===== src/rtl/sdram_fill_dma.sv =====
// Rectangular SDRAM fill engine: CPU-programmed register window, single-word
// non-burst writes of a constant pattern, row by row, on the arbiter's bus3 port.
module sdram_fill_dma (
    input  logic        clock,
    input  logic        reset_n,
    input  logic        cpud_request,
    input  logic [4:0]  cpud_addr,
    input  logic        cpud_write,
    input  logic [3:0]  cpud_byte_enable,
    input  logic [31:0] cpud_wdata,
    output logic [31:0] cpud_rdata,
    output logic        cpud_ack,
    output logic        sdram_request,
    output logic [25:0] sdram_addr,
    output logic        sdram_write,
    output logic        sdram_burst,
    output logic [3:0]  sdram_byte_enable,
    output logic [31:0] sdram_wdata,
    input  logic        sdram_ack,
    output logic        done_irq
);

    typedef enum logic [1:0] {IDLE, ISSUE, DONE} state_t;

    state_t      state, state_nx;

    // Programmed registers (CPU visible)
    logic [25:0] dest_r;
    logic [11:0] width_r;
    logic [11:0] height_r;
    logic [15:0] stride_r;
    logic [31:0] fill_r;
    logic [3:0]  byteen_r;

    // Working copies latched at start, so CPU writes mid-job only affect the next job
    logic [11:0] w_width;
    logic [11:0] w_height;
    logic [15:0] w_stride;
    logic [31:0] w_fill;
    logic [3:0]  w_byteen;
    logic [11:0] col;
    logic [11:0] row;
    logic [25:0] addr;
    logic [25:0] row_base;
    logic [25:0] next_row;
    logic        done_f;
    logic        aborted_f;

    logic [2:0]  reg_sel;
    logic        wr_en;
    logic        ctrl_wr;
    logic        start_cmd;
    logic        abort_cmd;
    logic        last_col;
    logic        last_word;
    logic        busy;
    logic [31:0] rd_val;

    // Byte enables and the low address bits carry no meaning for this window
    logic        unused_cpud;
    assign unused_cpud = ^{cpud_byte_enable, cpud_addr[1:0]};

    assign reg_sel   = cpud_addr[4:2];
    assign wr_en     = cpud_request & cpud_write;
    assign ctrl_wr   = wr_en & (reg_sel == 3'd6);
    // Abort takes priority when both bits are written together
    assign start_cmd = ctrl_wr & cpud_wdata[0] & ~cpud_wdata[1];
    assign abort_cmd = ctrl_wr & cpud_wdata[1];

    assign last_col  = (col == w_width - 12'd1);
    assign last_word = last_col & (row == w_height - 12'd1);
    assign next_row  = row_base + {10'd0, w_stride};
    assign busy      = (state != IDLE);

    // Register file writes; alignment bits are dropped on the way in
    always_ff @(posedge clock) begin
        if (!reset_n) begin
            dest_r   <= '0;
            width_r  <= '0;
            height_r <= '0;
            stride_r <= '0;
            fill_r   <= '0;
            byteen_r <= 4'hF;
        end else if (wr_en) begin
            case (reg_sel)
                3'd0: dest_r   <= {cpud_wdata[25:2], 2'b00};
                3'd1: width_r  <= cpud_wdata[11:0];
                3'd2: height_r <= cpud_wdata[11:0];
                3'd3: stride_r <= {cpud_wdata[15:2], 2'b00};
                3'd4: fill_r   <= cpud_wdata;
                3'd5: byteen_r <= cpud_wdata[3:0];
                default: ;
            endcase
        end
    end

    // Readback mux; unmapped offsets return zero
    always_comb begin
        rd_val = '0;
        case (reg_sel)
            3'd0: rd_val = {6'd0, dest_r};
            3'd1: rd_val = {20'd0, width_r};
            3'd2: rd_val = {20'd0, height_r};
            3'd3: rd_val = {16'd0, stride_r};
            3'd4: rd_val = fill_r;
            3'd5: rd_val = {28'd0, byteen_r};
            3'd6: rd_val = {29'd0, aborted_f, done_f, busy};
            default: rd_val = '0;
        endcase
    end

    // Registered CPU response: ack one cycle after request, data only for reads
    always_ff @(posedge clock) begin
        if (!reset_n) begin
            cpud_ack   <= 1'b0;
            cpud_rdata <= '0;
        end else begin
            cpud_ack   <= cpud_request;
            cpud_rdata <= (cpud_request & ~cpud_write) ? rd_val : 32'd0;
        end
    end

    // FSM state register
    always_ff @(posedge clock) begin
        if (!reset_n) state <= IDLE;
        else          state <= state_nx;
    end

    // FSM next state
    always_comb begin
        state_nx = state;
        case (state)
            IDLE: begin
                if (start_cmd)
                    state_nx = (width_r != 12'd0 && height_r != 12'd0) ? ISSUE : DONE;
            end
            ISSUE: begin
                if (abort_cmd)
                    state_nx = IDLE;
                else if (sdram_ack && last_word)
                    state_nx = DONE;
            end
            DONE:    state_nx = IDLE;
            default: state_nx = IDLE;
        endcase
    end

    // Job datapath: latch job on start, walk col/row on each accepted word, status flags
    always_ff @(posedge clock) begin
        if (!reset_n) begin
            w_width   <= '0;
            w_height  <= '0;
            w_stride  <= '0;
            w_fill    <= '0;
            w_byteen  <= '0;
            col       <= '0;
            row       <= '0;
            addr      <= '0;
            row_base  <= '0;
            done_f    <= 1'b0;
            aborted_f <= 1'b0;
        end else begin
            case (state)
                IDLE: begin
                    if (start_cmd) begin
                        w_width   <= width_r;
                        w_height  <= height_r;
                        w_stride  <= stride_r;
                        w_fill    <= fill_r;
                        w_byteen  <= byteen_r;
                        col       <= '0;
                        row       <= '0;
                        addr      <= dest_r;
                        row_base  <= dest_r;
                        done_f    <= 1'b0;
                        aborted_f <= 1'b0;
                    end
                end
                ISSUE: begin
                    if (abort_cmd)
                        aborted_f <= 1'b1;
                    if (sdram_ack && !last_word) begin
                        if (!last_col) begin
                            col  <= col + 12'd1;
                            addr <= addr + 26'd4;
                        end else begin
                            col      <= '0;
                            row      <= row + 12'd1;
                            row_base <= next_row;
                            addr     <= next_row;
                        end
                    end
                end
                DONE:    done_f <= 1'b1;
                default: ;
            endcase
        end
    end

    // Bus outputs are zero whenever no word is being offered
    assign sdram_request     = (state == ISSUE);
    assign sdram_addr        = sdram_request ? addr     : 26'd0;
    assign sdram_wdata       = sdram_request ? w_fill   : 32'd0;
    assign sdram_byte_enable = sdram_request ? w_byteen : 4'd0;
    assign sdram_write       = 1'b1;
    assign sdram_burst       = 1'b0;
    assign done_irq          = (state == DONE);

endmodule


===== config.mk =====
export PLATFORM = sky130hd
export DESIGN_NAME = sdram_fill_dma
export DESIGN_NICKNAME = d
export VERILOG_FILES = /design/src/rtl/sdram_fill_dma.sv
export SDC_FILE = /design/constraint.sdc
export NUM_CORES = 1
export LEC_CHECK = 0
export BUFFER_PORTS_ARGS = -buffer_cell sky130_fd_sc_hd__buf_4
export CORE_ASPECT_RATIO = 0.9
export CORE_MARGIN = 4
export CORE_UTILIZATION = 40
export DETAILED_ROUTE_END_ITERATION = 8
export PLACE_DENSITY = 0.6
export SLEW_MARGIN = 10
export SYNTH_ARGS = -nofsm -noshare
export SYNTH_HDL_FRONTEND = slang
export SYNTH_SLANG_ARGS = --single-unit

===== constraint.sdc =====
create_clock -name clock -period 4.5 [get_ports clock]
set_input_delay 0.45 -clock clock [delete_from_list [all_inputs] [get_ports clock]]
set_output_delay 0.45 -clock clock [all_outputs]
set_load 0.01 [all_outputs]

== Yosys cells after proc, flatten, opt, wreduce, memory -nomap -nowiden ==
Index checks and enable logic that the tools add are counted.
Operators by class
  $add $sub $neg: 6
  multipliers: 0
  divide/modulo/power cells: 0
  magnitude comparators: 0
  equal/unequal tests: 15
  shift-type cells: 0
  muxes and demuxes: 27
  bitwise operators: 9
  reduce and logical (&&, ||, !) cells: 24
Operators with widths (count)
  one-hot mux 32 bit (7 select lines): 1
  two-way mux 26 bit: 6
  one-hot mux 26 bit (2 select lines): 2
  two-way mux 12 bit: 5
  one-hot mux 12 bit (2 select lines): 2
  two-way mux 32 bit: 1
  adder 26 x 16 -> 26 bit: 1
  adder 26 x 3 -> 26 bit (second input constant): 1
  adder 12 x 1 -> 12 bit (second input constant): 2
  == test 12 bit: 2
  nonzero test 12 bit: 2
  subtractor 12 x 1 -> 12 bit (second input constant): 2
  AND reduction 2 bit: 10
  == test 3 bit (second input constant): 3
  two-way mux 2 bit: 4
  bitwise AND 1 bit: 7
  == test 3 x 2 -> 1 bit (second input constant): 2
  != test 2 x 1 -> 1 bit (second input constant): 3
  AND reduction 3 bit: 2
  nonzero test 2 bit: 3
  two-way mux 4 bit: 1
  one-hot mux 1 bit (2 select lines): 2
  one-hot mux 2 bit (2 select lines): 1
  AND reduction 4 bit: 1
  other kinds (11): 15
Storage, ports and cells
  register bits: 285
  bits in latches: 0
  bits in writable memories: 0
  bits in read-only memories: 0
  input bits: 46
  output and inout bits: 99
  logic and storage cells: 101
  memories kept: 0

== Longest topological paths before layout ==
Gate-level depths: netlist of the first run.
  depth after elaboration: 7
  gate-level depth with buffers: 13
  gate-level depth less buffers: 10

== Least setup slack after synthesis of the first run ==
No wires, ideal clock.
  path type: flip-flop to flip-flop
  from: register w_height[0]
  to: register addr[12]
  arrival time: 3183 ps
  data required time: 4384 ps
  path slack: 1201 ps
  stages on the path, launching flop included: 14
  path buffers: 3
  clock period less this slack: 3299 ps
  cells stage by stage: dfxtp_1 clkbuf_1 inv_1 ha_1 buf_4 or4b_4 or4_4 xnor2_2 nor4_2 and3_1 a21o_1 nand2_1 buf_2 o211a_1
On the way
  longest elaborated chain between the ends: 7
Ends and longest elaborated chain
  start: declaration: RTL line 37  | logic [11:0] w_height;
  start signal: assignment: RTL line 167  | w_height <= height_r;
  subtractor 12 x 1 -> 12 bit: RTL line 71  | assign last_word = last_col & (row == w_height - 12'd1);
  == test 12 bit: RTL line 71
  bitwise AND 1 bit: RTL line 71
  zero test 1 bit: RTL line 182  | if (sdram_ack && !last_word) begin
  logical AND 1 bit: RTL line 182
  != test 2 x 1 -> 1 bit (no source line)
  AND reduction 3 bit (no source line)
  end signal: assignment: RTL line 173  | addr <= dest_r;
  end signal: assignment: RTL line 185  | addr <= addr + 26'd4;
  end signal: assignment: RTL line 190  | addr <= next_row;
  end: declaration: RTL line 43  | logic [25:0] addr;
No other way between the ends.
A chain may end at the register's enable or synchronous reset.

== Worst setup path in the final report of the first run ==
  from: register w_height[0]
  to: register addr[19]
Same word-level chain as after synthesis.

==> flow_summary.toml, run 1 <==
[status]
outcome = "finished clean"

[grt]
grt_start_max_net_pins = 93
grt_pass1_wl_mm = 68.10
grt_use_total_pct = 22.40
first_global_vias = 12040
grt_overflow = 0
antenna_found_initial = 0

[sta]
timing.final.crit_share_pct = 87.56
drv_slew = 0
setup_violations = 0
rsz0062_at_grt = "no"
worstMarginPinSlew_ns = 1.119
slew_headroom_pct = 25.43
fmax_ghz = 0.2538
fin_crit_ns = 3.940
hold_violations = 0
fin_worst_skew_ns = 0.03275
fin_tns_setup_ns = 0

[yosys]
yosys.area_share.simple_pct = 24.79
netlist_instances = 1738
synth-compound-area-share_pct = 20.75
synth_top_family_by_area = "simple AND/OR/NAND/NOR gates"
synth_top_area_share_pct = 41.18
async_reset_ff_share_pct = 0
yosys.area.top_type = "dfxtp_1"
ys_warn_count = 0
synthTopCellsByArea = "dfxtp_1 41%, nand2_1 11%, a21oi_1 8.8%"
syn_nets = 1804
yosys.area_share.adder_pct = 1.880
syn_area_um2 = 13710
yosysSeqAreaShare_pct = 41.18
synth-edff-count = 0
synth_xor_area_share_pct = 4.080
synth_mux_area_share_pct = 3.158
ys_types = 76
avgSynthCellArea_um2 = 7.887
ys_ff_latch = 282
yosys_most_used_dff = "dfxtp_1"

[worst_hold_path]
hp-start = "cpud_wdata[30]"
holdPathStages = 3
min_path_type = "input port to flip-flop"

[clock_tree]
clk_latency_ns = 0.58
postCtsSetupBuffers = 0
hold_buffers = 0
cts-root-buf = "clkbuf_16"
cts.sinks = 282
cts_resized = 0
clkSlewWorstSetupHoldPaths_ns = 0.06
numCtsBuffers = 31
cts_buffer_depth = 3
htreeDepth = 1
cts_tree = "yes"

[place]
io_buffers = 136
routabilityCongestion = 0.8389
place_hpwl_mm = 29.81

[pwr]
peakVddDrop_uv = 248.4
p_per_area_nw_per_um2 = 330.7
power_mw = 5.299
p_leak_nw = 5.989

[setup_path]
start_kind = "flip-flop"
r2r_cells = 10
cp_max_fo = 19
setup.worst_path.start = "w_height[0]"
path_class = "flip-flop to flip-flop"
r2r-start = "w_height[0]"
critPathArrivalTime_ns = 4.39
cp-end-kind = "flip-flop"
worst_ep_required_time_ns = 4.95

[die]
die-area_um2 = 37300
core_um2 = 33870
initial_utilization_pct = 40.47
io_pins = 145
rows = 64
die_h_um = 183.6
die_w_um = 203.1

[routing]
wl_mm = 43.77
num_vias = 12820
drc = 0
dr.pass1.iters = 5
drtAntennaViolNets = 0
viasPerCell = 5.604
drt_iter0_drc = 987
wl_per_cell_um = 19.13

[final_layout]
nets = 1868
antenna_cells = 0
layout-drive-gt1-share_pct = 13.36
fillCellCount = 3330
syn2layout_area_growth_pct = 16.89

[flow_run]
cap_violations = 0
## synth_stat cells (all sizes together), types with 23 or more instances
cell	n
xnor2	35
clkbuf	89
nor3	32
a31oi	23
buf	35
and2	75
mux2i	23
a21oi	242
dfxtp	282
nand3	28
nor2	87
xor2	28
nand2	407
o21ai	54
## final timing paths
kind / end / slack [ns]
max: addr[19] / 0.56
min: fill_r[30] / 0.12
max reg2reg: addr[19] / 0.56
min reg2reg: w_fill[19] / 0.45
## through the flow
stage	instance area [um^2]	worst slack (ns)	util (%)	hold WS [ns]	cells
final	16020	0.5599	47.31	0.1155	2288
after global routing	16020	0.2877	47.31	0.1143	2288
after CTS	16020	0.6095	47.31	0.09839	2288
after detailed placement	14990	0.6249	44.27	0.4435	2231
after global placement	14990	0.6639	44.27	0.4400	2231
after floorplan	13710	1.201	-	0.4317	1738
## power by group
group	internal (mW)	leakage (nW)	switching, mW
clock	1.51	0.503	1.07
combinational	0.0614	3.21	0.129
sequential	2.51	2.27	0.0182
total	4.08	5.99	1.22
## placed cells by master (no fill, tap or decap), types with 12 or more instances in the layout
cell type  instances
nor2b_1           18
or3_1             14
nor3_1            32
a21oi_1          241
inv_1             13
and2_1            73
mux2i_1           23
and3_1            13
dfxtp_1          282
a31oi_1           22
clkbuf_16         31
o211a_1           12
nor2_1            86
nand4_1           13
buf_4            153
ha_1              19
xor2_1            28
nand3_1           28
nand2_1          407
o21ai_0           54
xnor2_1           34
## cells by family after synthesis
kind of cell / count (synthesis)
other: 2
DFF: 282
buffers and inverters: 139
AOI/OAI and AO/OA: 459
and+or+nand+nor: 740
adders and majority gates: 20
muxes: 33
xor gates and xnor gates: 63
## final cells by class
type	count	area, um^2	share of cell area [%]
Sequential cell	282	5645	35.23
Clock inverter	15	172.7	1.078
Multi-Input combinational cell	1317	7521	46.94
Timing Repair Buffer	155	1189	7.418
Tap cell	462	578.1	3.607
Clock buffer	42	857.1	5.349
Inverter	15	61.31	0.3826
## per-layer routing
metal	global-route usage (%)	vias to the layer above	wire, um
met4	7.661	0	1506
met3	3.087	67	2468
li1	-	6210	-
met1	31.41	6147	19990
met2	35.79	397	19810
met5	0	-	0
## registers in the layout (all words and copies together), names as in the netlist
signal      flops
aborted_f       1
fill_r         32
w_width        12
col            12
cpud_rdata     32
w_stride       14
w_height       12
w_byteen        4
w_fill         32
row_base       24
cpud_ack        1
stride_r       14
dest_r         24
addr           25
byteen_r        4
height_r       12
done_f          1
row            12
state           2
width_r        12
## worst max-delay path: stages, from the launching register on
cell,delay [ns]
dfxtp_1,0.37
inv_1,0.09
ha_1,0.35
or4b_4,0.55
or4_4,0.51
xnor2_2,0.15
nor4_2,0.09
and3_1,0.26
a21oi_2,0.80
nor2_1,0.29
o221a_2,0.36
Note: power is estimated with default switching activity, not from simulation.
==> run 2: changes to the inputs <==
- CORE_UTILIZATION: 40 -> 45
- PLACE_DENSITY: 0.6 -> default
- PLACE_DENSITY_LB_ADDON: default -> 0.1
==> flow_summary.toml, run 2 (synthesis results as in run 1) <==
[sta]
timing.final.crit_share_pct = 85.73
setup_violations = 0
fin_worst_skew_ns = 0.01614
slew_headroom_pct = 20.60
hold_violations = 0
worstMarginPinSlew_ns = 1.181
fin_crit_ns = 3.858
rsz0062_at_grt = "no"
fmax_ghz = 0.2592
fin_tns_setup_ns = 0
drv_slew = 0

[final_layout]
nets = 1871
final_cell_area_um2 = 15960
reg_top3 = "cpud_rdata: 32 flops, fill_r: 32 flops, w_fill: 32 flops"
layout-drive-gt1-share_pct = 13.23
final_cell_mix = "407 x nand2_1, 282 x dfxtp_1, 241 x a21oi_1"
syn2layout_area_growth_pct = 16.39
final_common_cell = "nand2_1"

[place]
place_hpwl_mm = 29.56
io_buffers = 136
dpl-instance-area_um2 = 14950
routabilityCongestion = 0.8534

[setup_path]
r2r-start = "w_width[0]"
start_kind = "flip-flop"
worst_ep_required_time_ns = 4.98
cp-end-kind = "flip-flop"
timing.rr.end = "row_base[9]"
setup.worst_path.start = "w_width[0]"
r2r_slack_ns = 0.64
r2r_cells = 11
cp_max_fo = 24
path_class = "flip-flop to flip-flop"
worstSetupEndpoint = "row_base[9]"
critPathArrivalTime_ns = 4.34

[pwr]
p_per_area_nw_per_um2 = 331.1
p_seq_share_pct = 47.9
intPower_mw = 4.126
peakVddDrop_uv = 288.3
pwr-share-comb_pct = 3.6
switching_share_pct = 21.89
clkPwrFrac_pct = 48.5
p_sw_mw = 1.157
power_mw = 5.283
p_leak_nw = 5.992

[routing]
drt_iter0_drc = 1078
drtAntennaViolNets = 0
viasPerCell = 5.764
wl_per_cell_um = 19.29
dr.pass1.iters = 6
wl_mm = 42.94
drc = 0
num_vias = 12830

[clock_tree]
cts_resized = 0
cts.sinks = 282
htreeDepth = 1
numCtsBuffers = 30
cts-root-buf = "clkbuf_16"
cts_buffer_depth = 3
hold_buffers = 0
clkSlewWorstSetupHoldPaths_ns = 0.06
postCtsSetupBuffers = 0
cts_tree = "yes"
clk_latency_ns = 0.56

[status]
outcome = "finished clean"

[grt]
grt_overflow = 0
first_global_vias = 11910
grt_start_max_net_pins = 93
grt_use_total_pct = 24.97
grt_pass1_wl_mm = 67.76
antenna_found_initial = 0

[die]
io_pins = 145
initial_utilization_pct = 45.76
core_um2 = 29950
die_w_um = 192.0
rows = 60
die_h_um = 173.6
die-area_um2 = 33320

[flow_run]
cap_violations = 0

[worst_hold_path]
min_path_type = "input port to flip-flop"
[run 2: cell types whose count changed in the layout (fill, tap and decap cells not counted), sizes merged]
cell      before  now
clkinv         8    2
buf          155  159
clkinvlp       3    1
bufinv         3    4
diode          0    1
inv           16   15
[run 2: routing by layer]
metal	up-vias	track usage [%]	share of wire, %
met2	405	38.40	45
met5	-	0	0
met1	6148	36.99	46
met4	0	7.665	3.2
met3	64	2.557	5.6
li1	6213	-	-
[run 2: worst max-delay path, cell delays in order, from the launching register on]
cell and delay (ns):
dfxtp_1 0.37, inv_1 0.08, ha_1 0.24, or4b_1 0.58, nor3_1 0.22, o2111ai_1 0.13, nor4_1 0.42, a21o_2 0.35
o21a_1 0.79, buf_4 0.32, o21ai_0 0.09, a31oi_1 0.18
[run 2: how the worst min path moves through the flow]
stage | start | to | slack [ns] | cells past startpoint
floorplan | w_byteen[0] | w_byteen[0] | 0.43 | 2
finish | cpud_wdata[31] | fill_r[31] | 0.15 | 3
detailed placement | w_fill[28] | w_fill[28] | 0.44 | 2
CTS | cpud_wdata[28] | fill_r[28] | 0.13 | 3
global placement | w_byteen[0] | w_byteen[0] | 0.44 | 2
global route | cpud_wdata[17] | dest_r[17] | 0.13 | 3
[run 2: area by class of cell]
class | count | area, um^2
clock inverters | 7 | 137.6
well taps | 403 | 504.2
repair buffers | 159 | 1219
diodes | 1 | 2.502
clock buffers | 42 | 867.1
fillers | 2896 | 14000
multi-input cells | 1317 | 7518
inverters | 15 | 61.31
flip-flops and latches | 282 | 5645
[run 2: power by group through the flow]
stage | clock (mW) | sequential [mW] | combinational [mW]
after floorplan | 0 | 2.58 | 0.109
after global placement | 0 | 2.58 | 0.187
after detailed placement | 0 | 2.59 | 0.188
after CTS | 2.61 | 2.53 | 0.188
after global routing | 2.70 | 2.53 | 0.205
final | 2.56 | 2.53 | 0.189
[run 2: through the flow]
stage | util [%] | setup WS, ns | cells | hold WS [ns]
2_1_floorplan | - | 1.201 | 1738 | 0.4317
3_3_place_gp | 49.90 | 0.7367 | 2176 | 0.4406
3_5_place_dp | 49.90 | 0.6571 | 2176 | 0.4441
4_1_cts | 53.26 | 0.6479 | 2225 | 0.1298
5_1_grt | 53.26 | 0.3147 | 2225 | 0.1336
6_report | 53.27 | 0.6421 | 2226 | 0.1483
